<file path="config.mk">
export PLATFORM = sky130hd
export DESIGN_NAME = pwm_capture
export DESIGN_NICKNAME = d
export VERILOG_FILES = /design/src/rtl/pwm_capture_pkg.sv /design/src/rtl/pwm_capture_sync.sv /design/src/rtl/pwm_capture.sv
export SDC_FILE = /design/constraint.sdc
export NUM_CORES = 1
export LEC_CHECK = 0
export CORE_MARGIN = 10
export CORE_UTILIZATION = 62
export DETAILED_ROUTE_END_ITERATION = 7
export DONT_BUFFER_PORTS = 1
export PLACE_DENSITY = 0.78
export RECOVER_POWER = 100
export REMOVE_ABC_BUFFERS = 1
export SLEW_MARGIN = 25
export SYNTH_ARGS = -nofsm -noshare
export SYNTH_HDL_FRONTEND = slang
export SYNTH_SLANG_ARGS = --single-unit
export TNS_END_PERCENT = 50
</file>
<file path="constraint.sdc">
create_clock -name clk -period 2.5 [get_ports clk]
set_input_delay 0.75 -clock clk [delete_from_list [all_inputs] [get_ports clk]]
set_output_delay 0.75 -clock clk [all_outputs]
set_load 0.005 [all_outputs]
</file>
<file path="src/rtl/pwm_capture_pkg.sv">
// Shared definitions for the PWM input capture block: FSM encoding and the
// saturation/timeout value for a given counter width.
package pwm_capture_pkg;

  typedef enum logic [1:0] {
    WAIT_RISE = 2'd0,
    HIGH      = 2'd1,
    LOW       = 2'd2
  } state_t;

  // All-ones value for a WIDTH-bit counter; doubles as the stuck timeout.
  function automatic logic [63:0] pwm_capture_max(input int width);
    return (64'd1 << width) - 64'd1;
  endfunction

endpackage

</file>
<file path="src/rtl/pwm_capture_sync.sv">
// Input synchroniser plus registered edge detector. rise/fall are registered
// one cycle after the level change is seen, and s is aligned with them.
module pwm_capture_sync #(
  parameter int SYNC_STAGES = 2
) (
  input  logic clk,
  input  logic rst,
  input  logic pwm_in,
  output logic s,
  output logic rise,
  output logic fall
);

  logic [SYNC_STAGES-1:0] chain;
  logic [SYNC_STAGES:0]   vld;
  logic                   s_d;

  // vld tracks which stages hold real post-reset samples, so an input that is
  // already high at reset is never seen as a rise until it has been low.
  always_ff @(posedge clk) begin
    if (rst) begin
      chain <= '0;
      vld   <= '0;
      s_d   <= 1'b0;
      rise  <= 1'b0;
      fall  <= 1'b0;
    end else begin
      chain <= {chain[SYNC_STAGES-2:0], pwm_in};
      vld   <= {vld[SYNC_STAGES-1:0], 1'b1};
      s_d   <= chain[SYNC_STAGES-1];
      rise  <= vld[SYNC_STAGES] &  chain[SYNC_STAGES-1] & ~s_d;
      fall  <= vld[SYNC_STAGES] & ~chain[SYNC_STAGES-1] &  s_d;
    end
  end

  assign s = s_d;

endmodule

</file>
<file path="src/rtl/pwm_capture.sv">
// PWM input capture: measures high time and period of a synchronised PWM
// input, with sticky new_data/overrun flags and a stuck-input timeout.
module pwm_capture
  import pwm_capture_pkg::*;
#(
  parameter int WIDTH       = 16,
  parameter int SYNC_STAGES = 2
) (
  input  logic             clk,
  input  logic             rst,
  input  logic             pwm_in,
  input  logic             clear,
  output logic [WIDTH-1:0] high_time,
  output logic [WIDTH-1:0] period,
  output logic             new_data,
  output logic             overrun,
  output logic             stuck,
  output logic             stuck_level
);

  localparam logic [WIDTH-1:0] PWM_CAPTURE_MAX = WIDTH'(pwm_capture_max(WIDTH));

  state_t           state, state_nx;
  logic [WIDTH-1:0] cnt, hi_cnt;
  logic             s, rise, fall;
  logic             timeout, commit, restart, latch_hi;

  pwm_capture_sync #(.SYNC_STAGES(SYNC_STAGES)) u_sync (
    .clk    (clk),
    .rst    (rst),
    .pwm_in (pwm_in),
    .s      (s),
    .rise   (rise),
    .fall   (fall)
  );

  always_ff @(posedge clk) begin
    if (rst) state <= WAIT_RISE;
    else     state <= state_nx;
  end

  always_comb begin
    state_nx = state;
    case (state)
      WAIT_RISE: if (rise) state_nx = HIGH;
      HIGH:      if (timeout) state_nx = WAIT_RISE; else if (fall) state_nx = LOW;
      LOW:       if (timeout) state_nx = WAIT_RISE; else if (rise) state_nx = HIGH;
      default:   state_nx = WAIT_RISE;
    endcase
  end

  // Timeout has priority over any edge arriving on the same cycle.
  always_comb begin
    timeout  = (state != WAIT_RISE) && (cnt == PWM_CAPTURE_MAX);
    commit   = (state == LOW) && rise && !timeout;
    restart  = ((state == WAIT_RISE) && rise) || commit;
    latch_hi = (state == HIGH) && fall && !timeout;
  end

  always_ff @(posedge clk) begin
    if (rst) begin
      cnt         <= '0;
      hi_cnt      <= '0;
      high_time   <= '0;
      period      <= '0;
      new_data    <= 1'b0;
      overrun     <= 1'b0;
      stuck       <= 1'b0;
      stuck_level <= 1'b0;
    end else begin
      if (restart)
        cnt <= WIDTH'(1);
      else if ((state != WAIT_RISE) && (cnt != PWM_CAPTURE_MAX))
        cnt <= cnt + WIDTH'(1);
      if (latch_hi) hi_cnt <= cnt;
      if (commit) begin
        period    <= cnt;
        high_time <= hi_cnt;
        stuck     <= 1'b0;
      end
      if (timeout) begin
        period      <= PWM_CAPTURE_MAX;
        high_time   <= s ? PWM_CAPTURE_MAX : '0;
        stuck       <= 1'b1;
        stuck_level <= s;
      end
      new_data <= commit | timeout | (new_data & ~clear);
      overrun  <= ~clear & (overrun | ((commit | timeout) & new_data));
    end
  end

endmodule

</file>
==> results of run 1 <==
## power by group through the flow
stage | Sequential [mW] | Combinational [mW] | Clock (mW)
after floorplan | 1.28 | 0.0136 | 0
after global placement | 1.28 | 0.0192 | 0
after detailed placement | 1.28 | 0.0195 | 0
after CTS | 1.25 | 0.0195 | 1.09
after global routing | 1.25 | 0.0208 | 1.14
final | 1.25 | 0.0192 | 1.08
## kinds of logic (layout without fill, tap and decap cells)
group | Yosys count | in the layout | synth area share
compound gates | 45 | 45 | 0.0971
buf+inv | 30 | 32 | 0.0449
fa+ha+maj | 1 | 1 | 0.00408
xor+xnor | 9 | 9 | 0.0257
simple gates | 166 | 166 | 0.257
mux | 19 | 19 | 0.0620
flops | 78 | 78 | 0.509
## state kept, by name, summed over array words and instances, names as in the netlist, 2 cells and up
register and flops:
cnt 16, hi_cnt 16, u_sync.vld 3, state 2
u_sync.chain 2, high_time 16, period 16
## path summary, 6_finish.rpt
path                                            startpoint                      to  slack [ns]
worst min register to register  u_sync.chain[1]$_SDFF_PP0_  u_sync.fall$_SDFF_PP0_        0.42
worst max-delay path                   cnt[0]$_SDFFE_PP0P_  hi_cnt[9]$_SDFFE_PP0P_        0.31
worst min-delay path            u_sync.chain[1]$_SDFF_PP0_  u_sync.fall$_SDFF_PP0_        0.42
worst max register to register         cnt[0]$_SDFFE_PP0P_  hi_cnt[9]$_SDFFE_PP0P_        0.31
## critical path, delay by kind of cell, from the launching register on
family / cells / cell delay, ns
DFF: 1 / 0.44
adders and majority gates: 1 / 0.33
and+or+nand+nor: 4 / 0.65
muxes: 1 / 0.18
buffers and inverters: 2 / 0.48
## routing by layer
metal | vias to the layer above | part of all wire | global-route usage
li1 | 1195 | - | -
met1 | 1127 | 0.45 | 0.201
met2 | 62 | 0.45 | 0.257
met3 | 16 | 0.074 | 0.0607
met4 | 0 | 0.023 | 0.0875
met5 | - | 0 | 0
## cells in the final DEF, fill, tap and decap left out, drive strengths merged, types with 2 or more instances in the layout
cell type,instances
nand3,5
inv,3
nand4,6
or2,4
mux2i,19
a21oi,7
buf,11
nor4,4
xor2,2
nor3b,2
dfxtp,78
a211oi,3
nor2b,7
o31ai,2
nand2b,2
xnor2,7
nor2,46
clkbuf,15
o21ai,3
nor3,28
o2111ai,2
bufinv,2
nand2,58
a31oi,24
## synthesized netlist by cell type (7+ instances only)
cell type / count / area, um2
clkbuf_1: 14 / 52.6
xnor2_1: 7 / 61.3
buf_2: 10 / 50.1
a31oi_1: 24 / 150
nor2b_1: 7 / 43.8
mux2i_1: 19 / 190
a21oi_1: 7 / 35.0
nor3_1: 27 / 135
nand2_1: 58 / 218
nor2_1: 46 / 173
dfxtp_1: 78 / 1560
## per-stage QoR
stage / setup WS, ns / cells / hold slack, ns / utilization
2_1_floorplan: 0.229 / 321 / 0.390 / -
3_3_place_gp: 0.474 / 401 / 0.400 / 0.657
3_5_place_dp: 0.439 / 401 / 0.404 / 0.657
4_1_cts: 0.393 / 417 / 0.417 / 0.706
5_1_grt: 0.112 / 417 / 0.426 / 0.701
6_report: 0.313 / 417 / 0.421 / 0.701
## layout make-up
class | count | share of cell area
inverters | 3 | 0.00338
clock buffers | 13 | 0.0507
multi-input cells | 240 | 0.405
well taps | 67 | 0.0252
clock inverters | 3 | 0.0195
repair buffers | 13 | 0.0278
flip-flops and latches | 78 | 0.468
==> impl_metrics.ini, run 1 <==
[clock_network]
cts_root_buf = clkbuf_8
clockBufferDepth = 2
ctsResizeCount = 0
cts_buffers = 9
postCtsHoldBufs = 0
cts_tree = yes
cts_num_sinks = 78
clk_latency_ns = 0.35
clkSlewWorstSetupHoldPaths_ns = 0.08
htreeDepth = 3
cts_setup_buffers = 0

[setup_path]
end_kind = flop
cp_data_required_time_ns = 2.75
slowest_stage = dfxtp_1
critPathKind = reg2reg
crit_chain = ha_1 > nand4_1 > nor4_1 > buf_4 > nor3_4 > buf_4 > mux2i_1 > nor2_1
crit_arrival_ns = 2.44
max_stage_delay_ns = 0.44
rr_worst_depth = 8
cp_common_cell = buf_4
cp_max_fo = 11
start_kind = flop

[power]
swShare = 0.192
ir_drop_v = 0.000428
p_switching_mw = 0.450
combPwrFrac = 0.008
p_int_mw = 1.90
pwr-share-seq = 0.532
clkPwrFrac = 0.460
p_per_area_nw_per_um2 = 704
p_leak_nw = 1.18
p_total_mw = 2.35

[logic_synthesis]
async_reset_ff_frac = 0
synthesis.area_um2 = 3070
dominantRegCellSynth = dfxtp_1
syn_area_per_cell_um2 = 8.82
postSynthCellCount = 348
yosysUniqueCellTypes = 40
synth_edf_count = 0
yosysSeqAreaShare = 0.509
ys_ff_latch = 78
ys_warn_count = 0

[layout]
area_growth_pct = 8.65
fin_nets = 350
regArea_um2 = 1560
nFillCells = 402
drive_gt1_frac = 0.0971
antenna_cells = 0
finalInstanceArea_um2 = 3330
multi_input_comb_area_um2 = 1350

[drt]
postRouteAntennaNets = 0
drt-pass1-iter-count = 4
drt_iter0_markers = 163
wl_um = 6720
num_vias = 2400
vias_per_cell = 5.76
route.detailed.drc = 0
avgRoutedWirePerCell_um = 16.1

[sta]
slew_viol_final = 0
rsz0062_at_grt = false
final-hold-violation-count = 0
relSlewSlack = 0.560
finalCritPeriodShare = 0.875
skew_ns = 0.0110
setup_tns_ns = 0
finalCriticalPeriod_ns = 2.19
max_freq_mhz = 457
worstMarginPinSlew_ns = 0.658
setup_viol = 0

[place]
dp_hpwl_um = 4520
place.gp.congestion = 0.898
place_area_um2 = 3120
portBuffers = 0

[global_routing]
track_usage = 0.168
grt_pass1_wl_um = 11300
antenna_found_initial = 0
grt_remaining_overflow = 0
first_global_vias = 2255
grt_start_max_net_pins = 48

[hold_path]
min_path_cells = 1
hold_path.class = reg2reg

[die]
die-area_um2 = 8160
start_util = 0.645
coreArea_um2 = 4750
rows = 25
die_w_um = 90.3
io_pins = 40
fp.dieH_um = 90.3

[status]
status = completed

[job]
maxCapViolations = 0
Power figures use the tool's default switching activity.
==> inputs of run 2 (changes only) <==
SETUP_SLACK_MARGIN = 0.4   (was unset)
==> impl_metrics.ini, run 2 (same netlist as run 1, synthesis figures left out) <==
[clock_network]
clk_latency_ns = 0.35
clkSlewWorstSetupHoldPaths_ns = 0.07
postCtsHoldBufs = 0
cts_setup_buffers = 0
cts_tree = yes
cts_buffers = 9
htreeDepth = 3
cts_num_sinks = 78
cts_root_buf = clkbuf_8
clockBufferDepth = 2

[layout]
area_growth_pct = 8.97
fin_cells = 417
final_common_cell = dfxtp_1
finalInstanceArea_um2 = 3340
nFillCells = 400
postLayoutCoreUtil = 0.703
fin_nets = 350
drive_gt1_frac = 0.100
final_cell_mix = 77 x dfxtp_1, 58 x nand2_1, 46 x nor2_1, 28 x nor3_1, 24 x a31oi_1
antenna_cells = 0

[setup_path]
cp_max_fo = 16
crit_arrival_ns = 2.37
ff2ff_setup_slack_ns = 0.34
r2r_start = cnt[1]$_SDFFE_PP0P_
start_kind = flop
r2r-end = high_time[12]$_SDFFE_PP0P_
cp_data_required_time_ns = 2.71
rr_worst_depth = 7
end_kind = flop
critPathKind = reg2reg

[die]
coreArea_um2 = 4750
io_pins = 40
start_util = 0.645
die_w_um = 90.3
fp.dieH_um = 90.3
die-area_um2 = 8160
rows = 25

[global_routing]
grt_start_max_net_pins = 48
track_usage = 0.168
first_global_vias = 2255
antenna_found_initial = 0
grt_pass1_wl_um = 11300
grt_remaining_overflow = 0

[status]
status = completed

[power]
p_leak_nw = 1.19
ir_drop_v = 0.000428
pwr-share-seq = 0.531
swShare = 0.193
p_switching_mw = 0.454
p_int_mw = 1.90
p_total_mw = 2.35
combPwrFrac = 0.008
clkPwrFrac = 0.461
p_per_area_nw_per_um2 = 703

[sta]
finalCriticalPeriod_ns = 2.16
max_freq_mhz = 463
setup_tns_ns = 0
skew_ns = 0.0105
setup_ws_ns = 0.341
finalCritPeriodShare = 0.864
rsz0062_at_grt = true
slew_viol_final = 0
final-hold-violation-count = 0
relSlewSlack = 0.571
holdWs_ns = 0.418
setup_viol = 0
worstMarginPinSlew_ns = 0.642

[hold_path]
min_path_cells = 1
hold_end = u_sync.fall$_SDFF_PP0_
hp-start = u_sync.chain[1]$_SDFF_PP0_
hold_path.class = reg2reg

[drt]
drt_iter0_markers = 191
num_vias = 2428
drt-pass1-iter-count = 4
vias_per_cell = 5.82
postRouteAntennaNets = 0
avgRoutedWirePerCell_um = 16.4
route.detailed.drc = 0
wl_um = 6850

[place]
place.gp.congestion = 0.898
portBuffers = 0
place_area_um2 = 3120
dp.cells = 401
place_ws_ns = 0.439
dp_hpwl_um = 4520

[job]
maxCapViolations = 0
==> run 2: changes by cell type in the layout (fill, tap and decap cells not counted), sizes merged <==
cell,delta
clkbuf,-1
buf,+1
==> run 2: layout make-up <==
type | count | area, um2 | area share
inverters | 3 | 11.3 | 0.00337
well taps | 67 | 83.8 | 0.0251
clock inverters | 3 | 65.1 | 0.0195
multi-input cells | 240 | 1350 | 0.405
flip-flops and latches | 78 | 1560 | 0.467
repair buffers | 13 | 97.6 | 0.0292
clock buffers | 13 | 169 | 0.0505
==> run 2: layer usage <==
layer,share of wire,GRT usage,vias up
met4,0.022,0.0875,0
met3,0.074,0.0607,16
li1,-,-,1194
met2,0.46,0.257,70
met5,0,0,-
met1,0.45,0.201,1148
==> run 2: critical path, stage by stage, from the launching register on <==
cell and delay [ns]:
dfxtp_1 0.40, ha_1 0.34, o2111ai_1 0.28, nor3_1 0.39
nand2_1 0.12, o21ai_0 0.16, buf_4 0.26, a31oi_1 0.08
==> run 2: how the worst max path moves through the flow <==
stage                         from                          to  slack, ns  depth (start not counted)
2_1_floorplan  cnt[0]$_SDFFE_PP0P_   high_time[0]$_SDFFE_PP0P_       0.23                          6
3_3_place_gp   cnt[0]$_SDFFE_PP0P_      hi_cnt[0]$_SDFFE_PP0P_       0.47                          8
3_5_place_dp   cnt[0]$_SDFFE_PP0P_  high_time[12]$_SDFFE_PP0P_       0.44                          7
4_1_cts        cnt[0]$_SDFFE_PP0P_      hi_cnt[9]$_SDFFE_PP0P_       0.45                          8
5_1_grt        cnt[1]$_SDFFE_PP0P_  high_time[12]$_SDFFE_PP0P_       0.20                          7
6_report       cnt[1]$_SDFFE_PP0P_  high_time[12]$_SDFFE_PP0P_       0.34                          7
==> run 2: power groups by stage <==
stage | clock network (mW) | registers, mW | logic (mW)
floorplan | 0 | 1.28 | 0.0136
global placement | 0 | 1.28 | 0.0192
detailed placement | 0 | 1.28 | 0.0195
CTS | 1.09 | 1.25 | 0.0195
global route | 1.14 | 1.25 | 0.0210
finish | 1.08 | 1.25 | 0.0193
==> run 2: what timing repair did <==
action | 4_1_cts | 5_1_grt
resized for setup | 1 | 5
setup endpoints to repair | 1 | 57
hold endpoints to repair | 0 | 0
